--- src/rtl/cardinal_run_monitor.sv ---
// Run-control and completion monitor for an N-node Cardinal CMP: counts run cycles,
// detects per-node halt, runs a flush countdown, tracks memory traffic and a timeout.
//
// state | meaning
// IDLE  | waiting for start after reset
// RUN   | counting cycles, watching halt instructions and memory traffic
// FLUSH | all nodes halted, draining the pipeline for FLUSH_CYCLES edges
// DONE  | results held until the next start
module cardinal_run_monitor #(
   parameter int                NUM_NODES    = 4,
   parameter int                INST_W       = 32,
   parameter int                CNT_W        = 32,
   parameter logic [INST_W-1:0] HALT_INST    = '0,
   parameter int                HALT_HOLD    = 1,
   parameter int                FLUSH_CYCLES = 5,
   parameter int                TIMEOUT      = 12500,
   parameter int                ALL_SIMULT   = 0
) (
   input  logic                          clk,
   input  logic                          reset,
   input  logic                          start,
   input  logic [NUM_NODES*INST_W-1:0]   inst_in,
   input  logic [NUM_NODES-1:0]          mem_en,
   input  logic [NUM_NODES-1:0]          mem_wr_en,
   output logic                          busy,
   output logic                          done,
   output logic                          timed_out,
   output logic [NUM_NODES-1:0]          node_halted,
   output logic [CNT_W-1:0]              cycle_count,
   output logic [NUM_NODES*CNT_W-1:0]    node_halt_cyc,
   output logic [NUM_NODES*CNT_W-1:0]    mem_rd_cnt,
   output logic [NUM_NODES*CNT_W-1:0]    mem_wr_cnt
);

   localparam int               HW         = (HALT_HOLD < 1) ? 1 : $clog2(HALT_HOLD + 1);
   localparam logic [HW-1:0]    HOLD_MAX   = HW'(HALT_HOLD);
   localparam int               FW         = (FLUSH_CYCLES > 1) ? $clog2(FLUSH_CYCLES) : 1;
   localparam logic [FW-1:0]    FLUSH_LOAD = (FLUSH_CYCLES > 0) ? FW'(FLUSH_CYCLES - 1) : '0;
   localparam logic [CNT_W-1:0] CNT_MAX    = '1;
   localparam logic [CNT_W-1:0] TMO_LAST   = CNT_W'(TIMEOUT - 1);

   typedef enum logic [1:0] {S_IDLE, S_RUN, S_FLUSH, S_DONE} state_t;

   state_t               state;
   logic [FW-1:0]        flush_cnt;
   logic [HW-1:0]        hold_cnt [NUM_NODES];
   logic [HW-1:0]        hold_nxt [NUM_NODES];
   logic [NUM_NODES-1:0] met;
   logic [NUM_NODES-1:0] halted_nxt;
   logic [NUM_NODES-1:0] latch_cyc;
   logic                 tmo_hit;

   function automatic logic [CNT_W-1:0] sat_inc(input logic [CNT_W-1:0] v);
      return (v == CNT_MAX) ? v : v + CNT_W'(1);
   endfunction

   always_comb begin
      halted_nxt = '0;
      met        = '0;
      latch_cyc  = '0;
      for (int i = 0; i < NUM_NODES; i++) begin
         hold_nxt[i] = '0;
         if (inst_in[i*INST_W +: INST_W] == HALT_INST)
            hold_nxt[i] = (hold_cnt[i] == HOLD_MAX) ? hold_cnt[i] : hold_cnt[i] + HW'(1);
         met[i]        = (hold_nxt[i] == HOLD_MAX);
         halted_nxt[i] = (ALL_SIMULT != 0) ? met[i] : (node_halted[i] | met[i]);
         latch_cyc[i]  = met[i] & ~node_halted[i];
      end
   end

   assign tmo_hit = (TIMEOUT != 0) && (cycle_count == TMO_LAST);
   assign busy    = (state == S_RUN) || (state == S_FLUSH);
   assign done    = (state == S_DONE);

   always_ff @(posedge clk or posedge reset) begin
      if (reset) begin
         state         <= S_IDLE;
         flush_cnt     <= '0;
         timed_out     <= 1'b0;
         node_halted   <= '0;
         cycle_count   <= '0;
         node_halt_cyc <= '0;
         mem_rd_cnt    <= '0;
         mem_wr_cnt    <= '0;
         for (int i = 0; i < NUM_NODES; i++) hold_cnt[i] <= '0;
      end else begin
         case (state)
            S_IDLE, S_DONE: begin
               if (start) begin
                  state         <= S_RUN;
                  flush_cnt     <= '0;
                  timed_out     <= 1'b0;
                  node_halted   <= '0;
                  cycle_count   <= '0;
                  node_halt_cyc <= '0;
                  mem_rd_cnt    <= '0;
                  mem_wr_cnt    <= '0;
                  for (int i = 0; i < NUM_NODES; i++) hold_cnt[i] <= '0;
               end
            end
            S_RUN: begin
               cycle_count <= sat_inc(cycle_count);
               node_halted <= halted_nxt;
               for (int i = 0; i < NUM_NODES; i++) begin
                  hold_cnt[i] <= hold_nxt[i];
                  if (latch_cyc[i]) node_halt_cyc[i*CNT_W +: CNT_W] <= cycle_count;
                  if (mem_en[i] && !mem_wr_en[i])
                     mem_rd_cnt[i*CNT_W +: CNT_W] <= sat_inc(mem_rd_cnt[i*CNT_W +: CNT_W]);
                  if (mem_en[i] && mem_wr_en[i])
                     mem_wr_cnt[i*CNT_W +: CNT_W] <= sat_inc(mem_wr_cnt[i*CNT_W +: CNT_W]);
               end
               // timeout wins over a simultaneous all-halted condition
               if (tmo_hit) begin
                  state     <= S_DONE;
                  timed_out <= 1'b1;
               end else if (&halted_nxt) begin
                  if (FLUSH_CYCLES > 0) begin
                     state     <= S_FLUSH;
                     flush_cnt <= FLUSH_LOAD;
                  end else begin
                     state <= S_DONE;
                  end
               end
            end
            S_FLUSH: begin
               if (flush_cnt == '0) state <= S_DONE;
               else                 flush_cnt <= flush_cnt - FW'(1);
            end
            default: state <= S_IDLE;
         endcase
      end
   end

endmodule

--- config.mk ---
export PLATFORM = sky130hd
export DESIGN_NAME = cardinal_run_monitor
export DESIGN_NICKNAME = d
export VERILOG_FILES = /design/src/rtl/cardinal_run_monitor.sv
export SDC_FILE = /design/constraint.sdc
export NUM_CORES = 1
export LEC_CHECK = 0
export BUFFER_PORTS_ARGS = -buffer_cell sky130_fd_sc_hd__buf_2
export CORE_AREA = 2 2 236 238
export CTS_CLUSTER_DIAMETER = 60
export DETAILED_ROUTE_END_ITERATION = 6
export DIE_AREA = 0 0 238 240
export PLACE_DENSITY = 0.66
export SLEW_MARGIN = 20
export SYNTH_ARGS = -nofsm -noshare
export SYNTH_HDL_FRONTEND = slang
export SYNTH_SLANG_ARGS = --single-unit
--- constraint.sdc ---
create_clock -name clk -period 33.1 [get_ports clk]
set_clock_uncertainty 0.15 [all_clocks]
set_input_delay 3.31 -clock clk [delete_from_list [all_inputs] [get_ports clk]]
set_output_delay 3.31 -clock clk [all_outputs]
set_load 0.05 [all_outputs]
Yosys cells after proc, flatten, opt, wreduce, memory -nomap -nowiden
Cells that the tools add are included.
{"block": "op_classes", "add_sub_neg": 14, "mux": 51, "reduce_logical": 39, "bitwise_logic": 12, "n_eq_ne": 41}
{"op": "$pmux 128 s2", "count": 3}
{"op": "$mux 32", "count": 22}
{"op": "$add 32x1->32 const B", "count": 9}
{"op": "$eq 32x32->1 const B", "count": 9}
{"op": "$logic_not 32->1", "count": 4}
{"op": "$mux 128", "count": 1}
{"op": "$pmux 32 s2", "count": 1}
{"op": "$reduce_and 4->1", "count": 10}
{"op": "$ne 2x2->1 const B", "count": 17}
{"op": "$eq 32x14->1 const B", "count": 1}
{"op": "$reduce_and 3->1", "count": 7}
{"op": "$ne 2x1->1 const B", "count": 10}
{"op": "$pmux 4 s2", "count": 2}
{"op": "$mux 3", "count": 4}
{"op": "$mux 1", "count": 10}
{"op": "$pmux 3 s3", "count": 1}
{"op": "$logic_and 1x1->1", "count": 8}
{"op": "$mux 2", "count": 4}
{"op": "$pmux 2 s3", "count": 1}
{"op": "$add 1x1->1 const B", "count": 4}
{"op": "$and 1x1->1", "count": 4}
{"op": "$eq 2x2->1 const B", "count": 2}
{"op": "$logic_not 1->1", "count": 4}
{"op": "$mux 4", "count": 1}
{"op": "other kinds (12)", "count": 18}
{"block": "word_totals", "ff_bits": 430, "wordCells": 178, "input_bits": 139}

Longest topological paths before layout
{"block": "depth", "ltp_word": 8, "mapped_depth": 12, "mapped_depth_nobuf": 8}

Least setup slack after synthesis
OpenSTA, ideal clock, no wires.
{"block": "synth_path", "kind": "input port to flip-flop", "from": "in start", "to": "reg mem_rd_cnt[19]", "setup_time_ns": 0.132, "arrival_time_ns": 4.782, "n_path_buf": 1, "t_required_ns": 32.818, "setup_slack_ns": 28.036, "cell_stages": 7, "cell_sequence": "and3b_1 -> clkbuf_1 -> nor4_1 -> a311oi_1 -> nand4_1 -> xor2_1 -> nor2_1"}
{"block": "synth_via", "elab_chain_cells": 2}
{"element": "start, declared", "line_no": "21", "text": "input logic start,"}
{"element": "$ne 2x2->1 (no source line)"}
{"element": "$reduce_and 4->1 (no source line)"}
{"element": "end signal, assigned by index", "line_no": "108", "text": "mem_rd_cnt[i*CNT_W +: CNT_W] <= sat_inc(mem_rd_cnt[i*CNT_W +: CNT_W]);"}
{"element": "end, declared", "line_no": "31", "text": "output logic [NUM_NODES*CNT_W-1:0] mem_rd_cnt,"}
No other way between the ends.
A chain may end at the register's enable or synchronous reset.

Worst setup path after layout
{"block": "layout_path", "from": "in start", "to": "reg mem_wr_cnt[61]"}
{"block": "layout_via", "elab_chain_cells": 2}
{"element": "$ne 2x2->1 (no source line)"}
{"element": "$reduce_and 4->1 (no source line)"}
{"element": "end signal, assigned by index", "line_no": "110", "text": "mem_wr_cnt[i*CNT_W +: CNT_W] <= sat_inc(mem_wr_cnt[i*CNT_W +: CNT_W]);"}
{"element": "end, declared", "line_no": "32", "text": "output logic [NUM_NODES*CNT_W-1:0] mem_wr_cnt"}
No other way between the ends.

==> results by group <==
Hold path
  – Worst hold-check path type: flop to flop

Timing
  – FMAX: 0.158 GHz
  – Worst hold slack: 0.348 ns
  – Final min period: 6.33 ns
  – RSZ-0062 raised after global routing: false
  – Final setup fails: 0
  – Fin Setup TNS: 0 ns
  – Worst-Margin Slew: 1.05 ns
  – Max-slew violations: 0
  – Final Hold Vio Count: 0
  – Fin crit share: 19.1%
  – Relative slew slack: 29.9%

Pwr
  – Pwr per Cell Area: 61.6 nW/µm²
  – VDD IR max: 51.7 µV
  – Total power: 1670 µW
  – Pleak: 0.0133 µW

Placed design
  – Detailed Place HPWL: 52.8 mm
  – Port Buffers: 561
  – GPL Wtd Cong: 0.875
  – Dpl cells: 3358

Synth
  – Mean Syn Cell Area: 9.91 µm²
  – Post-synthesis register bit count: 426
  – Top_reg_cell synth: dfrtp_1
  – Synth async-reset ratio: 100%
  – Synth Warn #: 0
  – Library cells used by synthesis: 70
  – Part of the Yosys area used for sequential elements: 49.4%
  – Post-synth EDFFs: 0
  – Mapped Area: 21600 µm²
  – Post-synth net total: 2331
  – Cells after Synth: 2178

Die
  – CORE AREA: 54700 µm²
  – Die Wd: 238 µm
  – Initial core utilization: 39.5%
  – I/O pin total: 562
  – Die area: 57100 µm²
  – Site Rows: 86
  – Die H: 240 µm

Worst setup path
  – Worst EP arrival: 6.62 ns
  – Worst reg-to-reg setup slack: 28.53 ns
  – Worst EP required: 33.39 ns
  – Crit path max fanout: 95
  – Max stage delay on crit path: 0.87 ns
  – WP buf/inv: 3
  – Most used cell, CP: buf_4
  – Startpoint Class: input pin
  – Critical path class: input pin to flop
  – Worst path top cell family by delay: buffers and inverters
  – Cells along the critical path: buf_2 > and3b_4 > buf_4 > buf_4 > o41a_1 > nand4_1 > xor2_1 > nor2_1
  – CP max-delay cell: buf_4
  – Crit end category: flop

Clock tree
  – Root Driver: clkbuf_16
  – H-tree Lvls: 2
  – TritonCTS clock tree: done
  – Sink Count: 426
  – CTS clk-pin slew, worst paths: 0.06 ns
  – Clock Path Buffers: 3
  – TritonCTS buffer count: 52
  – CTS resizes: 0
  – Post-CTS setup buffers: 0
  – Worst-Skew Late Latency: 0.60 ns
  – Hold buffer count at CTS: 0

Routing
  – Vias: 19493
  – Detailed-route wire length: 74.4 mm
  – Drt drc: 0
  – Via/cell ratio: 5.64
  – Drt initial violations: 1188
  – Initial DRT Pass Iterations: 7
  – Remaining antenna violation count after routing: 0
  – Drt wl/cell: 21.5 µm

Layout
  – Commonest non-fill, non-tap cell in the layout: buf_2
  – NumNets Final: 2863
  – Filler cells: 5103
  – Most frequent cells in the layout: 561 x buf_2, 426 x dfrtp_1, 220 x nor2_1
  – Cell Count, Final, Fillers Out: 3459
  – Sequential standard cell area: 10700 µm²
  – Share of cells above drive strength 1: 31.3%
  – Area growth, synth to finish: 25.4%
  – Multi-input gate area: 10500 µm²

GRT
  – All-Layer GR Usage: 25.1%
  – Gr ovfl total: 0
  – Initial antenna violation count: 3
  – Vias in the first global route: 18906
  – Largest net degree at the start of global routing: 116
  – First-pass GRT wire length: 112 mm

Run
  – MaxCap Viol Count: 0

Status
  – Outcome: finished, final reports clean
[power by group]
part	total, µW	switching [µW]	leakage (µW)	internal, µW
Combinational	479	354	0.00645	125
Clock	634	239	0.000937	394
Sequential	554	16.9	0.00594	537
[path summary, 6_finish.rpt]
kind	start	cells past startpoint	to
min in group asynchronous	reset	2	mem_rd_cnt[65]
max reg2reg	state[0]	9	mem_wr_cnt[61]
max in group asynchronous	reset	4	mem_rd_cnt[55]
max	start	8	mem_wr_cnt[61]
min	node_halt_cyc[69]	1	node_halt_cyc[69]
min reg2reg	node_halt_cyc[69]	1	node_halt_cyc[69]
[logic make-up (layout without fill, tap and decap cells)]
family          count (synthesis)  count (layout)  synth area share (%)
flops                         426             426                  49.4
simple gates                  993             993                  24.6
compound gates                282             282                  8.07
mux                           155             155                  7.97
fa+ha+maj                      14              14                 0.811
buf+inv                       148             722                  2.71
xor+xnor                      160             160                  6.49
other cells                     0               3                     0
[per-stage QoR]
stage	instance area [µm²]	utilization [%]	worst slack (ns)
after floorplan	21600	-	17.78
after global placement	25100	45.9	26.31
after detailed placement	25100	45.9	26.19
after CTS	27000	49.4	26.78
after global routing	27100	49.5	26.55
final	27100	49.6	26.77
[sequential cells by signal (all words and copies together) (netlist names)]
signal	count
cycle_count	32
flush_cnt	3
mem_rd_cnt	128
mem_wr_cnt	128
node_halt_cyc	128
node_halted	4
state	2
timed_out	1
[cell usage after synthesis (4+ instances only)]
| master | instances | area share [%] |
|---|---|---|
| a2111oi_0 | 8 | 0.32 |
| a211oi_1 | 19 | 0.66 |
| a21oi_1 | 98 | 2.3 |
| a31oi_1 | 5 | 0.14 |
| and2_1 | 53 | 1.5 |
| and3_1 | 44 | 1.3 |
| and4_1 | 25 | 1.0 |
| buf_1 | 7 | 0.12 |
| buf_2 | 15 | 0.35 |
| clkbuf_1 | 79 | 1.4 |
| dfrtp_1 | 426 | 49 |
| ha_1 | 14 | 0.81 |
| inv_1 | 45 | 0.78 |
| mux2_2 | 135 | 7.0 |
| mux2i_1 | 20 | 0.93 |
| nand2_1 | 165 | 2.9 |
| nand2b_1 | 7 | 0.20 |
| nand3_1 | 106 | 2.5 |
| nand3b_1 | 6 | 0.21 |
| nand4_1 | 118 | 3.4 |
| nand4b_1 | 5 | 0.20 |
| nor2_1 | 221 | 3.8 |
| nor2b_1 | 4 | 0.12 |
| nor3_1 | 37 | 0.86 |
| nor4_1 | 64 | 1.9 |
| nor4b_1 | 5 | 0.20 |
| o211ai_1 | 18 | 0.63 |
| o21a_1 | 4 | 0.14 |
| o21ai_0 | 68 | 1.6 |
| o21ai_1 | 5 | 0.12 |
| o21bai_1 | 4 | 0.14 |
| o31ai_1 | 23 | 0.80 |
| or2_2 | 25 | 0.72 |
| or3_1 | 51 | 1.5 |
| or4_1 | 39 | 1.4 |
| xnor2_1 | 69 | 2.8 |
| xor2_1 | 91 | 3.7 |
[per-layer routing]
metal | routed length (µm) | vias up | part of all wire (%) | GRT usage [%]
met5 | 11 | - | 0.015 | 0
met4 | 3530 | 2 | 4.7 | 11.5
met3 | 5280 | 154 | 7.1 | 6.67
met1 | 29300 | 9684 | 39 | 30.1
li1 | - | 8970 | - | -
met2 | 36200 | 683 | 49 | 42.5
[area by class of cell]
type,count,share of cell area [%]
sequential,426,39.4
multi-input combinational,1604,38.6
timing repair buffer,581,11.1
clock buffer,66,5.29
tap,704,3.25
clock inverter,30,1.77
inverter,45,0.651
antenna,3,0.0277
Power figures use the tool's default switching activity.
